**config.mk**
```make
export PLATFORM = sky130hd
export DESIGN_NAME = vscale_imem_fifo_responder
export DESIGN_NICKNAME = d
export VERILOG_FILES = /design/src/rtl/vscale_imem_fifo_responder.sv
export SDC_FILE = /design/constraint.sdc
export NUM_CORES = 1
export LEC_CHECK = 0
export BUFFER_PORTS_ARGS = -buffer_cell sky130_fd_sc_hd__buf_2
export CAP_MARGIN = 10
export CORE_MARGIN = 4
export CORE_UTILIZATION = 40
export DETAILED_ROUTE_END_ITERATION = 8
export GPL_ROUTABILITY_DRIVEN = 0
export GPL_TIMING_DRIVEN = 1
export PLACE_DENSITY = 0.6
export SLEW_MARGIN = 20
export SYNTH_ARGS = -nofsm -noshare
export SYNTH_HDL_FRONTEND = slang
export SYNTH_SLANG_ARGS = --single-unit
```
**constraint.sdc**
```tcl
create_clock -name clk -period 5 [get_ports clk]
set_input_delay 1 -clock clk [delete_from_list [all_inputs] [get_ports clk]]
set_output_delay 1 -clock clk [all_outputs]
set_load 0.01 [all_outputs]
```
**src/rtl/vscale_imem_fifo_responder.sv**
```systemverilog
// Instruction-memory responder for a vscale core: a host loads instruction words into a FIFO
// through a valid/ready handshake, and the core fetches them in order over an AHB-Lite (HASTI)
// slave port. Reads stall while the FIFO is empty; writes get a two-cycle ERROR response.
// Optional feature: define IMEM_FIFO_ADDR_CHECK_EN to check every fetch against an expected,
// sequentially advancing address, which starts at START_ADDR.
module vscale_imem_fifo_responder #(
    parameter int unsigned DEPTH      = 8,
    parameter logic [31:0] START_ADDR = 32'h200
) (
    input  logic                     clk,
    input  logic                     reset,
    input  logic [31:0]              haddr,
    input  logic                     hwrite,
    input  logic [2:0]               hsize,
    input  logic [2:0]               hburst,
    input  logic                     hmastlock,
    input  logic [3:0]               hprot,
    input  logic [1:0]               htrans,
    input  logic [31:0]              hwdata,
    output logic [31:0]              hrdata,
    output logic                     hready,
    output logic                     hresp,
    input  logic                     push_valid,
    input  logic [31:0]              push_data,
    output logic                     push_ready,
    output logic [$clog2(DEPTH):0]   fifo_count
);

    localparam int unsigned PW = $clog2(DEPTH);
    localparam int unsigned CW = PW + 1;
    localparam logic [CW-1:0] DepthC = CW'(DEPTH);

    typedef enum logic [1:0] {StIdle, StRd, StErr1, StErr2} state_e;

    state_e          state_q, state_d;
    logic [PW-1:0]   wptr_q, rptr_q;
    logic [CW-1:0]   count_q;
    logic [31:0]     mem_q [DEPTH];

    logic            empty, full, push, pop, accept, addr_bad;

    assign empty      = (count_q == '0);
    assign full       = (count_q == DepthC);
    assign push_ready = !full;
    // A full FIFO refuses pushes even when a pop frees a slot in the same cycle.
    assign push       = push_valid && !full;
    assign fifo_count = count_q;

`ifdef IMEM_FIFO_ADDR_CHECK_EN
    logic [31:0] expected_q;
    logic [31:0] fetch_addr;
    logic        unused_inputs;

    // A fetch pipelined behind a completing read must target the word after the one in flight.
    assign fetch_addr    = pop ? expected_q + 32'd4 : expected_q;
    assign addr_bad      = (haddr != fetch_addr);
    assign unused_inputs = ^{hsize, hburst, hmastlock, hprot, hwdata, htrans[0]};

    // Expected fetch address advances only on a successful pop.
    always_ff @(posedge clk) begin
        if (reset) begin
            expected_q <= START_ADDR;
        end else if (pop) begin
            expected_q <= expected_q + 32'd4;
        end
    end
`else
    logic unused_inputs;

    assign addr_bad      = 1'b0;
    assign unused_inputs = ^{hsize, hburst, hmastlock, hprot, hwdata, htrans[0], haddr,
                             START_ADDR};
`endif

    // Bus response for the current data phase and the next transfer state.
    always_comb begin
        state_d = state_q;
        hready  = 1'b1;
        hresp   = 1'b0;
        pop     = 1'b0;
        unique case (state_q)
            StIdle: ;
            StRd: begin
                if (empty) begin
                    hready = 1'b0;
                end else begin
                    pop = 1'b1;
                end
            end
            StErr1: begin
                hready = 1'b0;
                hresp  = 1'b1;
            end
            StErr2: hresp = 1'b1;
            default: ;
        endcase

        // The address phase presented during the ERR2 cycle is deliberately dropped.
        accept = hready && htrans[1] && (state_q != StErr2);

        unique case (state_q)
            StErr1: state_d = StErr2;
            StErr2: state_d = StIdle;
            default: begin
                if (state_q == StRd && empty) begin
                    state_d = StRd;
                end else if (accept) begin
                    state_d = (hwrite || addr_bad) ? StErr1 : StRd;
                end else begin
                    state_d = StIdle;
                end
            end
        endcase
    end

    // Read data is driven only in the cycle a word actually leaves the FIFO.
    always_comb begin
        hrdata = '0;
        if (pop) begin
            hrdata = mem_q[rptr_q];
        end
    end

    // Transfer state, FIFO pointers and occupancy.
    always_ff @(posedge clk) begin
        if (reset) begin
            state_q <= StIdle;
            wptr_q  <= '0;
            rptr_q  <= '0;
            count_q <= '0;
        end else begin
            state_q <= state_d;
            if (push) begin
                wptr_q <= wptr_q + PW'(1);
            end
            if (pop) begin
                rptr_q <= rptr_q + PW'(1);
            end
            if (push && !pop) begin
                count_q <= count_q + CW'(1);
            end else if (pop && !push) begin
                count_q <= count_q - CW'(1);
            end
        end
    end

    // FIFO storage; contents need no reset since the pointers define validity.
    always_ff @(posedge clk) begin
        if (push) begin
            mem_q[wptr_q] <= push_data;
        end
    end

endmodule
```
# Yosys cells after proc, flatten, opt, wreduce, memory -nomap -nowiden
# Memory sizes are Yosys's and may differ from the RTL's. A register that Yosys moved wholly into a read port is not among the register bits.
# Index checks and enable logic that the tools add are counted.
[classes]
eq_ne = 5
div = 0
n_addsub = 4
bitwise = 0
n_mul = 0
shifts = 0
n_reduce_logical = 12
order_cmp = 0
muxes = 15
[op_table]
columns = ["operator", "count"]
rows = [
  ["2-to-1 mux 32 bit", 1],
  ["2-to-1 mux 4 bit", 2],
  ["adder 3 x 1 -> 3 bit (second input constant)", 2],
  ["logical AND 1 bit", 6],
  ["2-to-1 mux 2 bit", 3],
  ["2-to-1 mux 3 bit", 2],
  ["2-to-1 mux 1 bit", 5],
  ["adder 4 x 1 -> 4 bit (second input constant)", 1],
  ["== test 2 bit (second input constant)", 2],
  ["== test 4 bit (second input constant)", 1],
  ["logical NOT 4 bit", 1],
  ["case mux 2 bit (2 select lines)", 1],
  ["subtractor 4 x 1 -> 4 bit (second input constant)", 1],
  ["logical NOT 1 bit", 3],
  ["== test 2 x 1 -> 1 bit (second input constant)", 1],
  ["inequality test 2 bit (second input constant)", 1],
  ["case mux 1 bit (2 select lines)", 1],
  ["nonzero test 2 bit", 1],
  ["OR reduction 2 bit", 1],
]
[word_totals]
latch_bits = 0
register_bits = 12
memories = 1
out_inout_bits = 39
rom_bits = 0
mem_bits_rw = 256
[mem_list]
columns = ["name", "words", "width", "rd", "rd_clocked_by_memory_dff", "write_ports", "line_no", "source"]
rows = [
  ["mem_q", 8, 32, 1, 1, 1, "38", "logic [31:0] mem_q [DEPTH];"],
]

# Logic depth before layout (Yosys ltp)
# Gate-level depths: netlist of run 1.
[depth]
depth_word = 8
mapped_depth = 11

# Worst setup path before layout of run 1
# OpenSTA, ideal clock, no wires.
[synth_path]
path_kind = "input to register"
from = "input port push_valid"
to = "memory mem_q[0][0] (enable)"
path_slack_ps = 369
setup_time_ps = 501
cell_stages = 2
n_path_buf = 0
arrival_time_ps = 4130
path_cell_list = "nand2_8 > nor4_1"
[synth_between]
elab_chain_len = 3
[synth_rtl]
columns = ["item", "line_no", "source"]
rows = [
  ["start, declared", "23", "input logic push_valid,"],
  ["logical AND 1 bit", "46", "assign push = push_valid && !full;"],
  ["2-to-1 mux 1 bit", "149", "if (push) begin"],
  ["2-to-1 mux 1 bit (implied by the code)", "150", "mem_q[wptr_q] <= push_data;"],
  ["end, declared", "38", ""],
]
# No other way between the ends.

==> results.ini, run 1 <==
[finish]
final_core_util_pct=47.06
layout-drive-gt1-share_pct=35.04
final_cells=940
mostFrequentLayoutCells=edfxtp_1, buf_2, mux4_2, nor2_1, mux2i_1
final_nets=702
final_common_cell=edfxtp_1
num_antenna_cells=0
syn_to_final_growth_pct=16.22
fillers=2195

[synthesis]
netlist_instances=490
ys_seq_elements=271
synth_area_leader_cell=edfxtp_1
synth.avg_cell_area_sq_um=21.47
synth-seq-area-share_pct=75.91
yosysTopAreaCellShare_pct=73.06
synth_fp_nets=609
synth_area_sq_um=10520
synth_area_leaders=edfxtp_1, mux4_2, mux2i_1, dfxtp_1, nor2_1
ys_types=34
yosys_warnings=0

[routing]
ant_nets=0
vias_per_cell=5.247
avgRoutedWirePerCell_um=21.56
drt_iter0_markers=378
vias=4932
firstDrtPassIters=4
drt-total-wl_mm=20.27
drc=0

[setup_path]
crit_required_ns=4.00
cp.arrival_ns=2.78
endpoint_kind=output port
crit_family=flip-flops
cp_max_fo=33
cp_num_buf_inv=2
cpMaxStageDelayCell=dfxtp_4
critPathKind=reg -> out
start_kind=flop
crit_chain=buf_4, mux4_2, mux2i_1, nor2_1, buf_2
max_stage_delay_ns=0.78

[die]
core_area_sq_um=25980
die_x_um=170.2
die_y_um=170.2
start_util_pct=40.49
io_pins=152
die-area_sq_um=28960
rows=59

[clocking]
root_buffer=clkbuf_16
path_clk_slew_ns=0.06
cts_tree=yes
cts.hold.buffers_added=0
cts-buffers-inserted=28
worstSkewPairLatency_ns=0.53
clk_path_buf_depth=3
clock_sinks=271
htreeDepth=1
cts_setup_buffers=0
cts-resized-gates=0

[global_routing]
gr-total-overflow=0
antenna_found_initial=2
grt_pass1_vias=5289
grt_max_degree=65
grtUsageTotal_pct=14.05
grt_pass1_wl_mm=31.11

[flow_run]
cap_violations=0

[pwr]
p_leak_nw=3.963
ir_drop_v=0.0002865
p_per_area_nw_per_um2=458.6

[timing]
fin_crit_ns=3.779
whs_ns=0.5469
drv_slew=0
setup_slack_ns=1.221
finClkSkew_ns=0.007154
fmax_ghz=0.2646
worst-slew-pin-transition_ns=1.005
finalCritPeriodShare_pct=75.58
rsz0062_at_grt=false
setup_violations=0
tns_ns=0
hold_violations=0
relSlewSlack_pct=33.03

[placed_design]
io_buffers=75
dp_cells=888
hpwl_mm=11.18
place_ws_ns=1.667

[worst_hold_path]
hold_path_class=reg -> reg

[run_status]
status=finished, final reports clean

## power breakdown
| group | leakage [nW] | internal [W] | switching (W) |
|---|---|---|---|
| combinational | 1.06 | 0.000387 | 0.000392 |
| clock | 0.454 | 0.00126 | 0.000808 |
| sequential | 2.45 | 0.00265 | 0.000113 |
## worst reg2reg max path, stage by stage (launching register included)
cell      delay, ns
dfxtp_1        0.39
or4_4          0.59
nand2_4        0.45
ha_1           0.28
inv_1          0.10
ha_1           0.33
a21oi_1        0.19
a211oi_1       0.10
a31oi_1        0.17
mux2_2         0.35
## kinds of logic (layout without fill, tap and decap cells)
group | Yosys count | in the layout | share of synthesized area (%)
xor+xnor | 6 | 6 | 0.5708
fa+ha+maj | 6 | 6 | 0.7848
compound gates | 10 | 10 | 0.6303
simple gates | 70 | 70 | 3.258
flops | 271 | 271 | 75.91
mux | 99 | 99 | 17.04
buf+inv | 28 | 143 | 1.807
## state kept, by name (all words and copies together), names as in the netlist, named ones only
name,cells
fifo_count,4
wptr_q,3
rptr_q,3
mem_q,256
state_q,2
## per-stage QoR
| stage | power [W] | cell area, sq um |
|---|---|---|
| 6_report | 0.005608 | 12230 |
| 2_1_floorplan | 0.003380 | 10520 |
| 3_5_place_dp | 0.003612 | 11290 |
| 3_3_place_gp | 0.003581 | 11290 |
| 4_1_cts | 0.005694 | 12230 |
| 5_1_grt | 0.005860 | 12230 |
## cells in the mapped netlist
master	number
xor2_1	4
buf_2	12
xnor2_1	1
inv_1	3
or4_4	1
mux4_2	64
mux2i_1	34
nand2_4	2
nand2_1	1
xor2_2	1
ha_1	5
dlymetal6s2s_1	1
nor2_1	47
a221oi_1	1
clkbuf_1	3
nand3_2	1
buf_6	8
fa_1	1
nand3_1	4
clkbuf_2	1
a31oi_1	1
nor3_1	5
a211oi_1	2
edfxtp_1	256
nor4_1	2
nor2b_1	3
or4b_1	1
a21oi_2	1
dfxtp_1	15
o21a_1	1
nand2b_1	2
nand2_8	1
a21oi_1	4
mux2_2	1
## cell type report
cell class                      count  area (sq um)  share of cell area, %
Multi-Input combinational cell    191          2394                  19.57
Timing Repair Buffer               88         473.0                  3.867
Sequential cell                   271          7996                  65.39
Inverter                            3         11.26                0.09208
Clock buffer                       34         744.5                  6.088
Clock inverter                     18         191.4                  1.565
Tap cell                          335         419.2                  3.427
## routing by layer
metal	GRT usage (%)	part of all wire, %
met1	18.45	42
met4	3.229	1.8
met3	2.811	4.4
met5	0	0.099
met2	24.36	51
## path summary, 6_finish.rpt
path	endpoint	depth (start not counted)	slack, ns	start
max	hrdata[31]	5	1.22	flop
min	rptr_q[0]$_SDFFE_PP0N_	2	0.55	rptr_q[0]$_SDFFE_PP0N_
max reg2reg	fifo_count[3]$_SDFFE_PP0P_	9	1.96	fifo_count[0]$_SDFFE_PP0P_
min reg2reg	rptr_q[0]$_SDFFE_PP0N_	2	0.55	rptr_q[0]$_SDFFE_PP0N_
Power figures use the tool's default switching activity.
==> run 2: changes to the inputs <==
Clock period 5 ns to 3.9 ns, I/O delays scaled along.
==> run 2 against run 1 <==
Power up 27%. Sequential share of layout area about the same. Die area unchanged. Sequential power increased by 28%. Clock power grew 23%. Global-route usage is 0.12 points higher. Worst hold slack got worse by 0.030 ns. Clock skew decreased by 0.0014 ns. Flip-flop and latch count did not move. Count of clock-buffer cells in the layout increased by 4. Critical path depth unchanged. Critical endpoint is now hrdata[11]. Largest power group unchanged.
==> results.ini, run 2 (synthesized netlist as in run 1, its figures left out) <==
[timing]
fmax_ghz=0.3001
finalCritPeriodShare_pct=85.45
finClkSkew_ns=0.005713  ; was 0.007154 ns
hold_violations=0  ; unchanged
fin_crit_ns=3.333
setup_violations=0  ; unchanged
rsz0062_at_grt=false  ; unchanged
worst-slew-pin-transition_ns=0.6831  ; was 1.005 ns
relSlewSlack_pct=54.46  ; was 33.03%
drv_slew=0  ; unchanged
tns_ns=0  ; unchanged

[global_routing]
grtUsageTotal_pct=14.17  ; was 14.05%
grt_max_degree=45  ; was 65
grt_pass1_vias=5253  ; was 5289
grt_pass1_wl_mm=31.44  ; was 31.11 mm
gr-total-overflow=0  ; unchanged
antenna_found_initial=2  ; unchanged

[clocking]
path_clk_slew_ns=0.06  ; about the same
clk_path_buf_depth=3  ; unchanged
cts.hold.buffers_added=0  ; unchanged
clock_sinks=271  ; unchanged
cts-resized-gates=0  ; unchanged
cts_setup_buffers=0  ; unchanged
cts_tree=yes  ; unchanged
cts-buffers-inserted=28  ; unchanged
htreeDepth=1  ; unchanged
worstSkewPairLatency_ns=0.52  ; was 0.53 ns
root_buffer=clkbuf_16  ; unchanged

[flow_run]
cap_violations=0  ; unchanged

[placed_design]
io_buffers=75  ; unchanged
dp_cells=892  ; was 888
hpwl_mm=11.20  ; was 11.18 mm

[setup_path]
r2r_slack_ns=0.89  ; was 1.96 ns
cp_max_fo=29  ; was 33
crit_required_ns=3.12  ; was 4.00 ns
cpMaxStageDelayCell=dfxtp_4  ; unchanged
cp.arrival_ns=2.55  ; was 2.78 ns
endpoint_kind=output port  ; unchanged
critPathKind=reg -> out  ; unchanged
crit_chain=buf_12, mux4_2, mux2i_1, nor2_1, buf_2  ; was buf_4, mux4_2, mux2i_1, nor2_1, buf_2
crit_family=flip-flops  ; unchanged
start_kind=flop  ; unchanged
max_stage_delay_ns=0.76  ; was 0.78 ns
cp_num_buf_inv=2  ; unchanged

[routing]
firstDrtPassIters=4  ; unchanged
vias_per_cell=5.222  ; was 5.247
drc=0  ; unchanged
drt-total-wl_mm=20.28  ; was 20.27 mm
vias=4919  ; was 4932
ant_nets=0  ; unchanged
avgRoutedWirePerCell_um=21.53  ; was 21.56 um
drt_iter0_markers=305  ; was 378

[finish]
syn_to_final_growth_pct=16.23  ; was 16.22%
largest_reg_flops=256  ; unchanged
regMostFlops=mem_q  ; unchanged
final_nets=706  ; was 702
num_antenna_cells=0  ; unchanged
fillers=2205  ; was 2195
final_cells=942  ; was 940
final_common_cell=edfxtp_1  ; unchanged
layout-drive-gt1-share_pct=34.43  ; was 35.04%
mostFrequentLayoutCells=edfxtp_1, buf_2, mux4_2, nor2_1, mux2i_1  ; unchanged

[pwr]
finalPower_w=0.007107  ; was 0.005608 W
ir_drop_v=0.0003828  ; was 0.0002865 V
p_per_area_nw_per_um2=581.1  ; was 458.6 nW/um^2
p_leak_nw=3.965  ; was 3.963 nW

[die]
core_area_sq_um=25980  ; unchanged
start_util_pct=40.49  ; unchanged
rows=59  ; unchanged
io_pins=152  ; unchanged
die_y_um=170.2  ; unchanged
die_x_um=170.2  ; unchanged
die-area_sq_um=28960  ; unchanged

[run_status]
status=finished, final reports clean  ; unchanged

[worst_hold_path]
hold_path_class=in -> reg  ; was reg -> reg

## run 2: cell types whose count changed in the layout (fill, tap and decap cells not counted), moves of 2 or more
cell / change
clkinvlp_4: -2
clkinv_2: -3
buf_4: +3
clkbuf_1: +4
## run 2: where the power goes
group,leakage [nW],switching (W),total [W],internal [W]
combinational,1.09,0.000517,0.00103,0.000509
clock,0.429,0.00100,0.00255,0.00155
sequential,2.45,0.000136,0.00353,0.00339
total,3.96,0.00166,0.00711,0.00545
## run 2: final timing paths
check,from,endpoint,cells past startpoint
setup / recovery,flop,hrdata[11],5
hold / removal,push_data[14],mem_q[6][14]$_DFFE_PP_,1
setup reg to reg,fifo_count[0]$_SDFFE_PP0P_,fifo_count[3]$_SDFFE_PP0P_,10
hold reg to reg,state_q[0]$_SDFF_PP0_,state_q[0]$_SDFF_PP0_,1
## run 2: worst register-to-register path, delay by kind of cell (launching register included)
kind / cells / cell delay, ns
buffers and inverters: 2 / 0.19
flip-flops: 1 / 0.38
multiplexers: 1 / 0.36
AO/OA/AOI/OAI: 3 / 0.51
adder cells (fa/ha/maj): 2 / 0.51
AND/OR/NAND/NOR: 2 / 0.94
## run 2: area by class of cell
class	instances	area, sq um	area share [%]
Sequential cell	271	7996	65.38
Multi-Input combinational cell	191	2402	19.64
Clock buffer	38	759.5	6.210
Timing Repair Buffer	92	515.5	4.215
Tap cell	335	419.2	3.427
Clock inverter	12	126.4	1.033
Inverter	3	11.26	0.09207
## run 2: stage by stage
stage	worst slack (ns)	hold slack, ns	util (%)	cell area [sq um]
2_1_floorplan	0.2898	0.4738	-	10530
3_3_place_gp	1.026	0.4981	43.66	11340
3_5_place_dp	0.9164	0.5253	43.66	11340
4_1_cts	0.4597	0.4931	47.07	12230
5_1_grt	0.3362	0.5002	47.07	12230
6_report	0.5674	0.5167	47.07	12230
## run 2: layer usage
layer,routed length (um),vias up,GRT usage (%)
met5,19,-,0
met4,412,4,3.299
met3,1125,35,3.113
met2,10020,119,23.97
met1,8702,2567,18.96
li1,-,2194,-
